### config.mk
export PLATFORM = sky130hd
export DESIGN_NAME = ps2_keyboard_rx
export DESIGN_NICKNAME = d
export VERILOG_FILES = /design/src/rtl/ps2_keyboard_rx.sv
export SDC_FILE = /design/constraint.sdc
export NUM_CORES = 1
export LEC_CHECK = 0
export CAP_MARGIN = 25
export CORE_MARGIN = 3
export CORE_UTILIZATION = 25
export DETAILED_ROUTE_END_ITERATION = 7
export PLACE_DENSITY = 0.39
export SLEW_MARGIN = 5
export SYNTH_ARGS = -nofsm -noshare
export SYNTH_HDL_FRONTEND = slang
export SYNTH_SLANG_ARGS = --single-unit
### constraint.sdc
create_clock -name Clock -period 5.9 [get_ports Clock]
set_input_delay 0.885 -clock Clock [delete_from_list [all_inputs] [get_ports Clock]]
set_output_delay 0.885 -clock Clock [all_outputs]
set_load 0.01 [all_outputs]
### src/rtl/ps2_keyboard_rx.sv
// PS/2 device-to-host receiver: glitch-filtered clock, odd parity, framing and stall checks.
// Latency: strobe one cycle after the filtered fall that samples the stop bit.
// No backpressure: SCAN_CODE holds until the next good byte. Optional prefix decode: PS2_RX_BREAK_DECODE_EN.
module ps2_keyboard_rx #(
    parameter int FILTER_LEN     = 8,
    parameter int TIMEOUT_CYCLES = 10000
) (
    input  logic       Clock,
    input  logic       Reset,
    input  logic       PS2_CLK,
    input  logic       PS2_DATA,
    output logic [7:0] SCAN_CODE,
    output logic       SCAN_VALID,
    output logic       PARITY_ERR,
    output logic       FRAME_ERR,
    output logic       BREAK,
    output logic       EXTENDED,
    output logic       BUSY
);

    localparam int FW = $clog2(FILTER_LEN + 1);
    localparam int TW = $clog2(TIMEOUT_CYCLES + 1);
    localparam logic [FW-1:0] FILT_LAST = FW'(FILTER_LEN - 1);
    localparam logic [TW-1:0] TO_LAST   = TW'(TIMEOUT_CYCLES - 1);

    typedef enum logic [1:0] {IDLE, DATA, PARITY, STOP} state_t;

    state_t          state;
    logic            clk_meta, clk_sync, dat_meta, dat_sync;
    logic            filt_clk;
    logic [FW-1:0]   filt_cnt;
    logic [TW-1:0]   to_cnt;
    logic [7:0]      shreg;
    logic            par_bit;
    logic [2:0]      bit_cnt;
    logic            pend_brk, pend_ext;
    logic            is_prefix;

    logic filt_fall, timeout, stop_fall, parity_ok, commit_now, err_now;

    // Filtered clock falls on the cycle the counter confirms a stable low.
    assign filt_fall  = filt_clk && !clk_sync && (filt_cnt == FILT_LAST);
    assign timeout    = (state != IDLE) && !filt_fall && (to_cnt == TO_LAST);
    assign stop_fall  = filt_fall && (state == STOP);
    assign parity_ok  = ^{shreg, par_bit};
    assign commit_now = stop_fall && dat_sync && parity_ok;
    assign err_now    = (stop_fall && !(dat_sync && parity_ok)) || timeout
                      || (filt_fall && (state == IDLE) && dat_sync);

    // Two-flop synchronizers; idle level of both pads is high.
    always_ff @(posedge Clock or posedge Reset) begin
        if (Reset) begin
            clk_meta <= 1'b1;
            clk_sync <= 1'b1;
            dat_meta <= 1'b1;
            dat_sync <= 1'b1;
        end else begin
            clk_meta <= PS2_CLK;
            clk_sync <= clk_meta;
            dat_meta <= PS2_DATA;
            dat_sync <= dat_meta;
        end
    end

    // Glitch filter: follow the synchronized clock only after FILTER_LEN equal samples.
    always_ff @(posedge Clock or posedge Reset) begin
        if (Reset) begin
            filt_clk <= 1'b1;
            filt_cnt <= '0;
        end else if (clk_sync == filt_clk) begin
            filt_cnt <= '0;
        end else if (filt_cnt == FILT_LAST) begin
            filt_clk <= clk_sync;
            filt_cnt <= '0;
        end else begin
            filt_cnt <= filt_cnt + 1'b1;
        end
    end

    // Stall timer: restarts on every filtered fall and while idle.
    always_ff @(posedge Clock or posedge Reset) begin
        if (Reset) begin
            to_cnt <= '0;
        end else if ((state == IDLE) || filt_fall) begin
            to_cnt <= '0;
        end else if (!timeout) begin
            to_cnt <= to_cnt + 1'b1;
        end
    end

`ifdef PS2_RX_BREAK_DECODE_EN
    assign is_prefix = (shreg == 8'hE0) || (shreg == 8'hF0);

    // Pending prefix flags: set by good E0/F0, consumed by the next good code, dropped on errors.
    always_ff @(posedge Clock or posedge Reset) begin
        if (Reset) begin
            pend_brk <= 1'b0;
            pend_ext <= 1'b0;
        end else if (err_now) begin
            pend_brk <= 1'b0;
            pend_ext <= 1'b0;
        end else if (commit_now) begin
            if (shreg == 8'hE0) begin
                pend_ext <= 1'b1;
            end else if (shreg == 8'hF0) begin
                pend_brk <= 1'b1;
            end else begin
                pend_brk <= 1'b0;
                pend_ext <= 1'b0;
            end
        end
    end
`else
    assign is_prefix = 1'b0;
    assign pend_brk  = 1'b0;
    assign pend_ext  = 1'b0;
`endif

    // Frame FSM with registered strobes, code, qualifiers and BUSY.
    always_ff @(posedge Clock or posedge Reset) begin
        if (Reset) begin
            state      <= IDLE;
            shreg      <= '0;
            par_bit    <= 1'b0;
            bit_cnt    <= '0;
            SCAN_CODE  <= '0;
            SCAN_VALID <= 1'b0;
            PARITY_ERR <= 1'b0;
            FRAME_ERR  <= 1'b0;
            BREAK      <= 1'b0;
            EXTENDED   <= 1'b0;
            BUSY       <= 1'b0;
        end else begin
            SCAN_VALID <= 1'b0;
            PARITY_ERR <= 1'b0;
            FRAME_ERR  <= 1'b0;
            if (filt_fall) begin
                case (state)
                    IDLE: begin
                        if (!dat_sync) begin
                            state   <= DATA;
                            bit_cnt <= '0;
                            BUSY    <= 1'b1;
                        end else begin
                            FRAME_ERR <= 1'b1;
                        end
                    end
                    DATA: begin
                        shreg   <= {dat_sync, shreg[7:1]};
                        bit_cnt <= bit_cnt + 1'b1;
                        if (bit_cnt == 3'd7) begin
                            state <= PARITY;
                        end
                    end
                    PARITY: begin
                        par_bit <= dat_sync;
                        state   <= STOP;
                    end
                    default: begin
                        state <= IDLE;
                        BUSY  <= 1'b0;
                        if (!dat_sync) begin
                            FRAME_ERR <= 1'b1;
                        end else if (!parity_ok) begin
                            PARITY_ERR <= 1'b1;
                        end else if (!is_prefix) begin
                            SCAN_CODE  <= shreg;
                            SCAN_VALID <= 1'b1;
                            BREAK      <= pend_brk;
                            EXTENDED   <= pend_ext;
                        end
                    end
                endcase
            end else if (timeout) begin
                state     <= IDLE;
                BUSY      <= 1'b0;
                FRAME_ERR <= 1'b1;
            end
        end
    end

endmodule
---- Word-level counts from Yosys, hierarchy flattened ----
Cells that the tools add are included.
storage, ports and cells
  register bits after elaboration ......... 49
  input bits .............................. 4
  output and inout port bits .............. 14
  word-level logic and storage cells ...... 81
operators by class
  add/subtract/negate cells ............... 3
  eq/ne operators ......................... 11
  muxes and demuxes ....................... 28
  bitwise logic cells ..................... 2
  reductions and logical operators ........ 21
operators by type and width
  kind                                                  count
  2-to-1 mux 14 bit                                     2
  2-to-1 mux 1 bit                                      15
  adder 14 x 1 -> 14 bit (second input constant)        1
  equality test 14 bit (second input constant)          1
  AND reduction 3 bit                                   3
  XOR reduction 9 bit                                   1
  2-to-1 mux 2 bit                                      4
  2-to-1 mux 4 bit                                      2
  inequality test 3 bit (second input constant)         2
  one-hot mux 2 bit (3 select lines)                    1
  one-hot mux 3 bit (2 select lines)                    1
  AND reduction 2 bit                                   3
  nonzero test 2 bit                                    3
  adder 4 x 1 -> 4 bit (second input constant)          1
  equality test 4 x 3 -> 1 bit (second input constant)  1
  logical AND 1 bit                                     4
  inequality test 2 bit (second input constant)         2
  one-hot mux 1 bit (2 select lines)                    2
  AND reduction 4 bit                                   1
  adder 3 x 1 -> 3 bit (second input constant)          1
  equality test 3 bit (second input constant)           1
  2-to-1 mux 3 bit                                      1
  OR reduction 3 bit                                    1
  equality test 2 x 1 -> 1 bit (second input constant)  1
  8 further kinds                                       10

---- Depth between registers and ports, before layout ----
  word-level depth ........................ 8
  depth in mapped cells ................... 8
  gate-level depth less buffers ........... 7

---- Least setup slack after synthesis ----
OpenSTA, ideal clock, no wires.
  kind .................................... register -> register
  from .................................... register filt_cnt[0]
  to ...................................... register SCAN_CODE[0]
  setup time .............................. 125 ps
  arrival time ............................ 1796 ps
  required time ........................... 5775 ps
  path slack .............................. 3980 ps
  stages on the path, launching flop included .. 8
  path buffers ............................ 1
  clock period less this slack ............ 1920 ps
  cell sequence ........................... dfrtp_1 > ha_1 > and3b_1 > and2_1 > buf_2 > nand4_1 > mux2i_4 > mux2_2
between the ends
  word-level cells in the longest chain between the ends .. 3
ends and longest elaborated chain
  item                                  line  source
  start, declared                       31    logic [FW-1:0] filt_cnt;
  start signal, assigned                76    filt_cnt <= filt_cnt + 1'b1;
  equality test 4 x 3 -> 1 bit          42    assign filt_fall = filt_clk && !clk_sync && (filt_cnt == FILT_LAST);
  logical AND 1 bit                     42
  AND reduction 4 bit (no source line)  n/a
  end signal, assigned                  167   SCAN_CODE <= shreg;
  end, declared                         12    output logic [7:0] SCAN_CODE,
No other way between the ends.
A chain may end at the register's enable or synchronous reset.

---- Worst setup path in the final report ----
  from .................................... register filt_cnt[0]
  to ...................................... register SCAN_CODE[4]
The elaborated chain is that of the path after synthesis.

==> metrics.csv <==
stage;metric;value;unit
timing;min_period;2170;ps
timing;skew;9.47;ps
worst_hold_path;hold_path_end;clk_sync;
timing;hold_viol;0;
timing;setup_viol;0;
yosys;yosys_warnings;0;
routing;viasPerCell;4.45;
worst_hold_path;hold_depth;0;
yosys;yosys-top-cells-area;dfrtp_1 49%, mux2_2 8.4%, dfstp_2 5.8%;
critical_path;critPathLaunchType;flip-flop;
power;comb_power_share;13.5;%
critical_path;cp.arrival;2360;ps
die;rows;34;
routing;drc;0;
power;p_leak;1.16;nW
final_layout;final_area;2650;µm²
clocking;htreeDepth;2;
critical_path;worst-path-max-fanout;8;
global_routing;grt_use_total;8.55;%
clocking;clk_pin_slew;90;ps
routing;wire_per_inst;12.3;µm
power;power_frac_clock;30.3;%
yosys;ys_async_sr_fraction;100;%
critical_path;reg2reg_from;filt_cnt[0];
yosys;synth_top_area_share;48.5;%
timing;rsz0062_at_grt;false;
timing;min_period_over_period;36.8;%
clocking;cts_buffers;5;
global_routing;antenna_found_initial;0;
global_routing;grt_pass1_wl;6960;µm
worst_hold_path;worst_hold_startpoint;clk_meta;
clocking;tritoncts;yes;
job;drv_cap;0;
global_routing;gr-total-overflow;0;
timing;worstMarginPinSlew;665;ps
clocking;clk_latency;300;ps
critical_path;rr_worst_depth;6;
die;core;8760;µm²
run_status;outcome;finished clean;
routing;drt_pre_antenna_iters;4;
yosys;ys_ff_latch;49;
yosys;synthDistinctLibCells;38;
final_layout;antennaDiodeCount;0;
yosys;netlist_area;2270;µm²
power;power_density;261;nW/µm²
global_routing;grt_start_max_net_pins;30;
clocking;cts_resized;0;
power;power.switching;0.000192;W
timing;fmax;460;MHz
yosys;syn_avg_cell_area;11.5;µm²
clocking;cts-root-buf;clkbuf_8;
yosys;ys_seq_area_share;54.3;%
timing;hold_ws;361;ps
yosys;synth_edf_count;0;
place;post-dp-hpwl;2810;µm
final_layout;final_common_cell;dfrtp_1;
clocking;cts_setup_buffers;0;
timing;tns;0;ps
yosys;synthCells;197;
die;fp.dieH;101;µm
routing;antenna_left;0;
final_layout;nNetsFinal;228;
final_layout;final_cell_mix;44 x dfrtp_1, 18 x nor2_1, 17 x mux2_2;
timing;max_slew_margin;55.6;%
power;vdd_drop_max;0.115;mV
final_layout;area_growth;16.6;%
critical_path;worstSetupPathType;reg2reg;
global_routing;grt_pass1_vias;1434;
clocking;cts_hold_buf;0;
place;dpl_worst_slack;3730;ps
place;numPortBuffers;15;
power;sequentialPowerShare;56.2;%
die;start_util;25.9;%
yosys;synth_largest_area_cell;dfrtp_1;
timing;finalWorstSetupSlack;3730;ps
yosys;synth_ff_type;dfrtp_1;
clocking;clock_sinks;49;
die;io_pins;18;
critical_path;worstPathRequired;6090;ps
place;gp_congestion;0.688;
power;intPower;0.000498;W
routing;drtIter0Drc;31;
die;die_area;10300;µm²
clocking;clockBufferDepth;2;
routing;vias;1436;
die;die_w;101;µm
final_layout;final_layout_size_suffix_gt1_share;16.3;%
power;p_sw_share;27.8;%
power;fin_total_pwr;0.000690;W
critical_path;rrSetupSlack;3730;ps
place;place_area;2550;µm²
critical_path;cp-end-kind;flip-flop;
worst_hold_path;hold_path_class;reg2reg;
timing;maxSlewViolCount;0;
routing;routed_wl;3970;µm
critical_path;worstReg2RegEnd;SCAN_CODE[4];
layer usage:
layer | vias to the layer above | share of wire [%] | GRT usage, %
li1 | 716 | - | -
met1 | 704 | 50 | 11.5
met5 | - | 0 | 0
met3 | 2 | 3.0 | 2.27
met2 | 14 | 46 | 13.3
met4 | 0 | 0.76 | 3.07
worst max path at each step:
stage                      from      endpoint  cells after the start
finish              filt_cnt[0]  SCAN_CODE[4]                      6
floorplan                 Reset          BUSY                      1
detailed placement  filt_cnt[0]  SCAN_CODE[4]                      6
global placement          Reset   filt_cnt[3]                      2
global route        filt_cnt[0]  SCAN_CODE[0]                      6
CTS                 filt_cnt[0]  SCAN_CODE[4]                      6
cell type report:
type	count	area [µm²]
Tap cell	108	135
Inverter	6	22.5
Fill cell	907	6120
Clock buffer	6	82.6
Timing Repair Buffer	16	178
Clock inverter	2	13.8
Sequential cell	49	1230
Multi-Input combinational cell	136	981
cells in the mapped netlist, types with 4 or more instances:
cell,count
dfrtp_1,44
dfstp_2,5
ha_1,10
inv_1,6
mux2_2,17
nand2_1,13
nand2b_1,4
nand3_1,4
nand4_1,5
nor2_1,18
nor3_1,5
o21ai_0,13
xnor2_1,13
xor2_1,4
logic make-up after synthesis:
| kind of cell | after synthesis | share of synthesized area (%) |
|---|---|---|
| simple gates | 60 | 13.0 |
| flops | 49 | 54.3 |
| compound gates | 27 | 7.28 |
| mux | 19 | 9.87 |
| xor+xnor | 18 | 7.28 |
| buf+inv | 13 | 2.59 |
| fa+ha+maj | 10 | 5.52 |
| other cells | 1 | 0.165 |
stage by stage:
step | util (%) | instances
5_1_grt | 30.2 | 323
3_3_place_gp | 28.8 | 314
4_1_cts | 30.2 | 323
3_5_place_dp | 29.1 | 315
2_1_floorplan | - | 198
6_report | 30.2 | 323
power by group through the flow:
| stage | registers (W) | logic [W] | clock network (W) |
|---|---|---|---|
| after floorplan | 0.000388 | 0.0000740 | 0 |
| final | 0.000388 | 0.0000931 | 0.000209 |
| after global placement | 0.000394 | 0.0000924 | 0 |
| after global routing | 0.000392 | 0.000109 | 0.000233 |
| after detailed placement | 0.000394 | 0.0000944 | 0 |
| after CTS | 0.000388 | 0.0000950 | 0.000222 |
flip-flops by register name (all words and copies together), names as in the netlist:
signal	cells
bit_cnt	3
par_bit	1
dat_sync	1
to_cnt	14
BUSY	1
clk_sync	1
SCAN_VALID	1
dat_meta	1
SCAN_CODE	8
filt_cnt	4
shreg	8
filt_clk	1
clk_meta	1
state	2
PARITY_ERR	1
FRAME_ERR	1
critical path: stages, from the launching register on:
cell	delay [ps]
dfrtp_1	380
ha_1	200
and3b_1	250
and2_1	330
nand4_1	190
mux2i_4	330
mux2_2	370
Note: power is estimated with default switching activity, not from simulation.
